$ cat config.mk
export PLATFORM = sky130hd
export DESIGN_NAME = vga_sync_gen
export DESIGN_NICKNAME = d
export VERILOG_FILES = /design/src/rtl/vga_sync_gen_pkg.sv /design/src/rtl/vga_sync_gen_pix_tick_div.sv /design/src/rtl/vga_sync_gen.sv
export SDC_FILE = /design/constraint.sdc
export NUM_CORES = 1
export LEC_CHECK = 0
export CAP_MARGIN = 0
export CORE_MARGIN = 3
export CORE_UTILIZATION = 40
export DETAILED_ROUTE_END_ITERATION = 16
export PLACE_DENSITY_LB_ADDON = 0.05
export SYNTH_ARGS = -nofsm -noshare
export SYNTH_HDL_FRONTEND = slang
export SYNTH_SLANG_ARGS = --single-unit
export TNS_END_PERCENT = 100
$ cat constraint.sdc
create_clock -name clk -period 1.9 [get_ports clk]
set_input_delay 0.19 -clock clk [delete_from_list [all_inputs] [get_ports clk]]
set_output_delay 0.19 -clock clk [all_outputs]
set_load 0.005 [all_outputs]
$ cat src/rtl/vga_sync_gen_pkg.sv
// Shared VGA timing defaults (640x480@60) and decode helpers for the sync generator and the
// graph/text generators. Optional frame counter port: VGA_SYNC_FRAME_CNT_EN.
package vga_sync_gen_pkg;

   localparam int DEF_CLK_DIV   = 2;
   localparam int DEF_H_DISPLAY = 640;
   localparam int DEF_H_FRONT   = 16;
   localparam int DEF_H_SYNC    = 96;
   localparam int DEF_H_BACK    = 48;
   localparam int DEF_V_DISPLAY = 480;
   localparam int DEF_V_FRONT   = 10;
   localparam int DEF_V_SYNC    = 2;
   localparam int DEF_V_BACK    = 33;

   localparam int DEF_H_TOTAL      = DEF_H_DISPLAY + DEF_H_FRONT + DEF_H_SYNC + DEF_H_BACK;
   localparam int DEF_V_TOTAL      = DEF_V_DISPLAY + DEF_V_FRONT + DEF_V_SYNC + DEF_V_BACK;
   localparam int DEF_HSYNC_START  = DEF_H_DISPLAY + DEF_H_FRONT;
   localparam int DEF_HSYNC_END    = DEF_HSYNC_START + DEF_H_SYNC - 1;
   localparam int DEF_VSYNC_START  = DEF_V_DISPLAY + DEF_V_FRONT;
   localparam int DEF_VSYNC_END    = DEF_VSYNC_START + DEF_V_SYNC - 1;
   localparam int DEF_REFRESH_LINE = DEF_V_DISPLAY + 1;

   typedef struct packed {
      logic hsync;
      logic vsync;
   } sync_t;

   // Inclusive window test on a 10-bit counter value.
   function automatic logic in_window(input logic [9:0] v, input logic [9:0] lo,
                                      input logic [9:0] hi);
      return (v >= lo) && (v <= hi);
   endfunction

endpackage

$ cat src/rtl/vga_sync_gen_pix_tick_div.sv
// pix_tick_div: modulo-CLK_DIV counter producing a one-clk pixel enable.
// With CLK_DIV=1 the counter stays at zero and p_tick is constantly high.
module pix_tick_div #(
   parameter int CLK_DIV = 2
) (
   input  logic clk,
   input  logic reset,
   output logic p_tick
);

   localparam int W = (CLK_DIV > 1) ? $clog2(CLK_DIV) : 1;
   localparam logic [W-1:0] DIV_LAST = W'(CLK_DIV - 1);

   logic [W-1:0] div_reg;
   logic [W-1:0] div_next;

   always_comb begin
      div_next = div_reg + W'(1);
      if (div_reg == DIV_LAST) begin
         div_next = '0;
      end
   end

   always_ff @(posedge clk or posedge reset) begin
      if (reset) begin
         div_reg <= '0;
      end else begin
         div_reg <= div_next;
      end
   end

   assign p_tick = (div_reg == DIV_LAST);

endmodule

$ cat src/rtl/vga_sync_gen.sv
// vga_sync_gen: pixel/line counters, registered sync decode, video_on and refresh pulse.
// Define VGA_SYNC_FRAME_CNT_EN to add the 16-bit completed-frame counter output.
module vga_sync_gen
   import vga_sync_gen_pkg::*;
#(
   parameter int   CLK_DIV   = DEF_CLK_DIV,
   parameter int   H_DISPLAY = DEF_H_DISPLAY,
   parameter int   H_FRONT   = DEF_H_FRONT,
   parameter int   H_SYNC    = DEF_H_SYNC,
   parameter int   H_BACK    = DEF_H_BACK,
   parameter int   V_DISPLAY = DEF_V_DISPLAY,
   parameter int   V_FRONT   = DEF_V_FRONT,
   parameter int   V_SYNC    = DEF_V_SYNC,
   parameter int   V_BACK    = DEF_V_BACK,
   parameter logic SYNC_POL  = 1'b0
) (
   input  logic        clk,
   input  logic        reset,
   output logic        p_tick,
   output logic [9:0]  pix_x,
   output logic [9:0]  pix_y,
   output logic        hsync,
   output logic        vsync,
   output logic        video_on,
   output logic        frame_tick
`ifdef VGA_SYNC_FRAME_CNT_EN
   ,
   output logic [15:0] frame_cnt
`endif
);

   localparam int H_TOTAL = H_DISPLAY + H_FRONT + H_SYNC + H_BACK;
   localparam int V_TOTAL = V_DISPLAY + V_FRONT + V_SYNC + V_BACK;

   localparam logic [9:0] H_LAST      = 10'(H_TOTAL - 1);
   localparam logic [9:0] V_LAST      = 10'(V_TOTAL - 1);
   localparam logic [9:0] HSYNC_START = 10'(H_DISPLAY + H_FRONT);
   localparam logic [9:0] HSYNC_END   = 10'(H_DISPLAY + H_FRONT + H_SYNC - 1);
   localparam logic [9:0] VSYNC_START = 10'(V_DISPLAY + V_FRONT);
   localparam logic [9:0] VSYNC_END   = 10'(V_DISPLAY + V_FRONT + V_SYNC - 1);
   localparam logic [9:0] X_VISIBLE   = 10'(H_DISPLAY);
   localparam logic [9:0] Y_VISIBLE   = 10'(V_DISPLAY);
   localparam logic [9:0] REFRESH_Y   = 10'(V_DISPLAY + 1);

   logic [9:0] x_reg, x_next;
   logic [9:0] y_reg, y_next;
   sync_t      sync_reg, sync_next;
   logic       frame_end;

   pix_tick_div #(
      .CLK_DIV(CLK_DIV)
   ) u_tick (
      .clk   (clk),
      .reset (reset),
      .p_tick(p_tick)
   );

   assign frame_end = p_tick && (x_reg == H_LAST) && (y_reg == V_LAST);

   // Sync is decoded from the next counter values so the registered outputs line up with pix_x/pix_y.
   always_comb begin
      x_next = x_reg;
      y_next = y_reg;
      if (p_tick) begin
         if (x_reg == H_LAST) begin
            x_next = '0;
            y_next = (y_reg == V_LAST) ? 10'd0 : y_reg + 10'd1;
         end else begin
            x_next = x_reg + 10'd1;
         end
      end
      sync_next.hsync = in_window(x_next, HSYNC_START, HSYNC_END) ? SYNC_POL : ~SYNC_POL;
      sync_next.vsync = in_window(y_next, VSYNC_START, VSYNC_END) ? SYNC_POL : ~SYNC_POL;
   end

   always_ff @(posedge clk or posedge reset) begin
      if (reset) begin
         x_reg          <= '0;
         y_reg          <= '0;
         sync_reg.hsync <= ~SYNC_POL;
         sync_reg.vsync <= ~SYNC_POL;
      end else begin
         x_reg    <= x_next;
         y_reg    <= y_next;
         sync_reg <= sync_next;
      end
   end

`ifdef VGA_SYNC_FRAME_CNT_EN
   logic [15:0] frame_cnt_reg;

   always_ff @(posedge clk or posedge reset) begin
      if (reset) begin
         frame_cnt_reg <= '0;
      end else if (frame_end) begin
         frame_cnt_reg <= frame_cnt_reg + 16'd1;
      end
   end

   assign frame_cnt = frame_cnt_reg;
`else
   logic unused_frame_end;
   assign unused_frame_end = frame_end;
`endif

   assign pix_x      = x_reg;
   assign pix_y      = y_reg;
   assign hsync      = sync_reg.hsync;
   assign vsync      = sync_reg.vsync;
   assign video_on   = (x_reg < X_VISIBLE) && (y_reg < Y_VISIBLE);
   assign frame_tick = p_tick && (x_reg == 10'd0) && (y_reg == REFRESH_Y);

endmodule

## After elaboration in Yosys (flattened, before gate mapping)

Cells that the tools add are included.

- Register bits: 23

- Reduce and logical (&&, ||, !) cells: 6
- Order comparisons: 6
- Add/sub/neg operators: 3
- Equality and inequality tests: 3
- Mux-type cells: 8

Operator list:

| operator | number |
|---|---|
| two-way mux 10 bit | 5 |
| adder 10 x 1 -> 10 bit, second input constant | 2 |
| == test 10 bit, second input constant | 2 |
| == test 10 x 9 -> 1 bit, second input constant | 1 |
| greater-or-equal comparator 10 bit, second input constant | 1 |
| greater-or-equal comparator 10 x 9 -> 1 bit, second input constant | 1 |
| less-or-equal comparator 10 bit, second input constant | 1 |
| less-or-equal comparator 10 x 9 -> 1 bit, second input constant | 1 |
| logical NOT 10 bit | 1 |
| less-than comparator 10 bit, second input constant | 1 |
| less-than comparator 10 x 9 -> 1 bit, second input constant | 1 |
| logical AND 1 bit | 5 |
| two-way mux 1 bit | 3 |
| adder 1 bit, second input constant | 1 |

## Longest topological paths before layout

- Depth after elaboration: 7
- Gate-level depth with buffers: 8
- Mapped depth without buffers: 7

## Hierarchy

From an unflattened synthesis, not the netlist that was laid out.

- Cell total of the unflattened synthesis: 142
- Area, all modules: 1373.8 sq um

By module, submodules not included:

| module | cells an instance | area each (sq um) | instances |
|---|---|---|---|
| vga_sync_gen | 139 | 1341.3 | 1 |
| pix_tick_div | 3 | 32.5 | 1 |

## Worst setup path after synthesis

Ideal clock, no wire load.

- Path type: register to register
- Start point: register x_reg[0], in the netlist pix_x[0]
- End point: register, netlist name vsync
- Slack: -56 ps
- Arrival time: 1864 ps
- Cell stages (with the launch flop): 9
- Buffers on the path: 2
- Library setup time: 92 ps
- Cells stage by stage: dfrtp_1 ha_1 and3_4 buf_6 and4_1 buf_6 or3_1 a221oi_2 nand4b_1

RTL lines:

| what | line | text |
|---|---|---|
| start, declared | vga_sync_gen.sv:45 | `logic [9:0] x_reg, x_next;` |
| start signal, assigned | vga_sync_gen.sv:83 | `x_reg <= x_next;` |

==> summary.txt <==
Die
  • Die Area: approximately 4400 um^2
  • Chip height: 66.2 um
  • Row count: 21
  • Core area: 3420 um^2
  • I/O pin count: 27
  • Initial Util: 0.424
  • Chip Width: ~66 um

Route
  • Residual DRC: 0
  • Total Wirelength: 3550 um
  • Vias: 1,315
  • Initial DRT Pass Iterations: 4
  • Drt first-iter violations: 51
  • Detail Route Antenna Nets: 0
  • WL/cell: approximately 14 um
  • Vias per inst: between 5 and 6

Worst setup path
  • Arrival @ worst endpoint: around 2.1 ns
  • Crit. End Element: flop
  • Req. time, crit path: roughly 2.2 ns
  • Cell Chain, Critical Path: buf_6 -> nor4b_4 -> nand4_2 -> or3_4 -> a221oi_2 -> nand4b_1
  • CP Max Fanout: 6
  • Worst setup SP type: flop
  • Critical path class: reg -> reg
  • CP delay by family, top: simple AND/OR/NAND/NOR gates
  • Buf/Inv on CP: 1
  • Crit path largest cell delay: 0.42 ns
  • Critical path's slowest cell: dfrtp_1

Clock network
  • Clock Sinks: 23
  • CTS root buffer: clkbuf_4
  • H-tree levels: 1
  • Num CTS Buffers: 3
  • Worst skew pair latency: 0.32 ns
  • Post-CTS Hold Buffers: 0
  • Clock buffer depth: 2
  • CTS tree: done
  • Clock-pin slew on the worst setup and hold paths: ~0.13 ns

Synthesis
  • Post-Synthesis Cells: roughly 150
  • Synth warnings: 0
  • Mapped cell area: about 1400 um^2
  • Top-count cell post-synth: dfrtp_1
  • Synth top cells by count: 21 x dfrtp_1, 16 x nand2_1, 12 x inv_1, 12 x o21ai_0
  • Top_reg_cell synth: dfrtp_1
  • Syn avg cell area: around 9.4 um^2
  • Synth top area share: 0.363
  • Synth Register Bits: 23
  • Area contributors post-synth: dfrtp_1 36%, xnor2_1 4.8%, ha_1 4.3%
  • EDFF count, synth: 0
  • Register area share after synthesis: 0.399
  • Yosys top cell by area: dfrtp_1
  • Async SR Flop Fraction: 1.00
  • Post-Syn Nets: around 160
  • Synth cell types: between 40 and 50

Hold path
  • HP Class: in -> async

STA
  • Clock Skews: roughly 0.0034 ns
  • Fin. max-slew vios: 0
  • Worst Tran Pin Value: 0.373 ns
  • Part of the cycle the worst path needs: 0.997
  • FMAX: around 0.53 GHz
  • Minimum clock period: around 1.9 ns
  • Max-Slew Margin vs Limit: 0.749
  • Finish-stage setup viols: 0
  • RSZ-0062 raised after global routing: yes
  • Final TNS setup: 0 ns
  • Endpoints failing hold: 0

Global route
  • Remaining global-route overflow: 0
  • Vias in the first global route: about 1,300
  • Global-route wire length before repair: between 6000 and 7000 um
  • Largest net degree at the start of global routing: 24
  • Total track usage: 0.179
  • Initial antenna violation count: 0

Status
  • Outcome: finished clean

Layout
  • Layout cells sized above 1: 0.233
  • Area Growth Syn to Fin: 36.6%
  • # fillers: approximately 320
  • Post-layout nets: 210
  • Non-Filler Instances: approximately 250
  • Final core occ: 0.579
  • Design area: about 2000 um^2
  • Diodes inserted: 0

Pwr
  • P_leak: 0.840 nW
  • Power per Cell Area: around 370 nW/um^2
  • Tot Pwr: 740 uW
  • Peak supply drop: around 0.0003 V

Place
  • HPWL after detailed placement: 2620 um
  • Placed Area: 1890 um^2
  • Port Buffers: 26
  • GPL Wtd Cong: ~0.89
  • Placed cells: 240

Flow run
  • Max cap viols: 0
==> final cells by class <==
type	count	area, um^2	area share
clock buffers	4	26.3	0.0133
repair buffers	53	464	0.235
multi-input cells	110	807	0.408
inverters	12	45.0	0.0228
flip-flops and latches	23	578	0.292
well taps	46	57.6	0.0291
==> through the flow <==
| stage | hold slack, ns | worst slack (ns) |
|---|---|---|
| after floorplan | 0.190 | -0.0162 |
| after global placement | 0.557 | 0.0233 |
| after detailed placement | 0.557 | 0.0199 |
| after CTS | 0.201 | 0.00640 |
| after global routing | 0.215 | -0.0955 |
| final | 0.199 | 0.00482 |
==> power by group <==
part           internal, mW  leakage [nW]  switching [mW]
Sequential            0.490         0.300               0
Clock                0.0821        0.0150           0.155
Combinational       0.00330         0.525         0.00977
Total                 0.575         0.840           0.165
==> worst reg2reg max path, delay by kind of cell (launching register included) <==
family                 cells  cell delay, ns
AND/OR/NAND/NOR            4            1.06
buffers and inverters      1            0.14
flip-flops                 1            0.42
AO/OA/AOI/OAI              1            0.21
==> flip-flops by register name, indices dropped and copies added (netlist names) <==
signal	flops
u_tick.p_tick	1
hsync	1
pix_y	10
vsync	1
pix_x	10
==> cell usage in the layout, fill, tap and decap left out, types with 2 or more instances in the layout <==
| cell type | netlist | layout |
|---|---|---|
| nand4b_1 | 4 | 4 |
| nor4_2 | 0 | 2 |
| dfrtp_1 | 21 | 21 |
| a21oi_1 | 2 | 2 |
| nor3b_1 | 2 | 2 |
| buf_4 | 0 | 26 |
| and2_1 | 3 | 3 |
| or3_1 | 4 | 3 |
| nand2_1 | 16 | 16 |
| and4_2 | 1 | 2 |
| nand3_1 | 8 | 7 |
| clkbuf_4 | 0 | 3 |
| ha_1 | 5 | 4 |
| nor2_1 | 3 | 3 |
| clkdlybuf4s50_1 | 0 | 24 |
| and4b_1 | 2 | 2 |
| dfstp_2 | 2 | 2 |
| o21ai_0 | 12 | 10 |
| inv_1 | 12 | 11 |
| o31ai_1 | 2 | 2 |
| nor4_1 | 4 | 2 |
| o21ai_1 | 0 | 2 |
| nor3_1 | 5 | 4 |
| nand4_1 | 4 | 4 |
| xor2_1 | 4 | 4 |
| xnor2_1 | 8 | 8 |
| mux2i_1 | 2 | 2 |
==> routing by layer <==
metal  GRT usage  vias up  wire length [um]  share of wire
li1            -      653                 -              -
met1       0.241      634              1660           0.47
met2       0.296       24              1770           0.50
met3      0.0170        4                84          0.024
met4      0.0660        0                41          0.012
met5           0        -                 0              0
==> timing repair <==
action / in CTS / in global routing
resized for setup: 8 / 8
setup endpoints to repair: 3 / 5
pin swaps: 3 / 5
buffers inserted: 2 / 2
hold endpoints to repair: 0 / 0
==> cell families after synthesis <==
family | synth area share
xor+xnor | 0.0726
mux | 0.0138
fa+ha+maj | 0.0432
buf+inv | 0.0674
simple gates | 0.295
compound gates | 0.109
flops | 0.399
==> final timing paths <==
path,from,end,slack [ns],cells after the start
setup / recovery,pix_x[7],vsync,0.005,6
hold / removal,reset,pix_y[0],0.20,3
setup reg to reg,pix_x[7],vsync,0.005,6
hold reg to reg,pix_y[0],pix_y[0],0.56,1
max in group asynchronous,reset,hsync,1.41,3
min in group clk,pix_y[0],pix_y[0],0.56,1
Power figures use the tool's default switching activity.
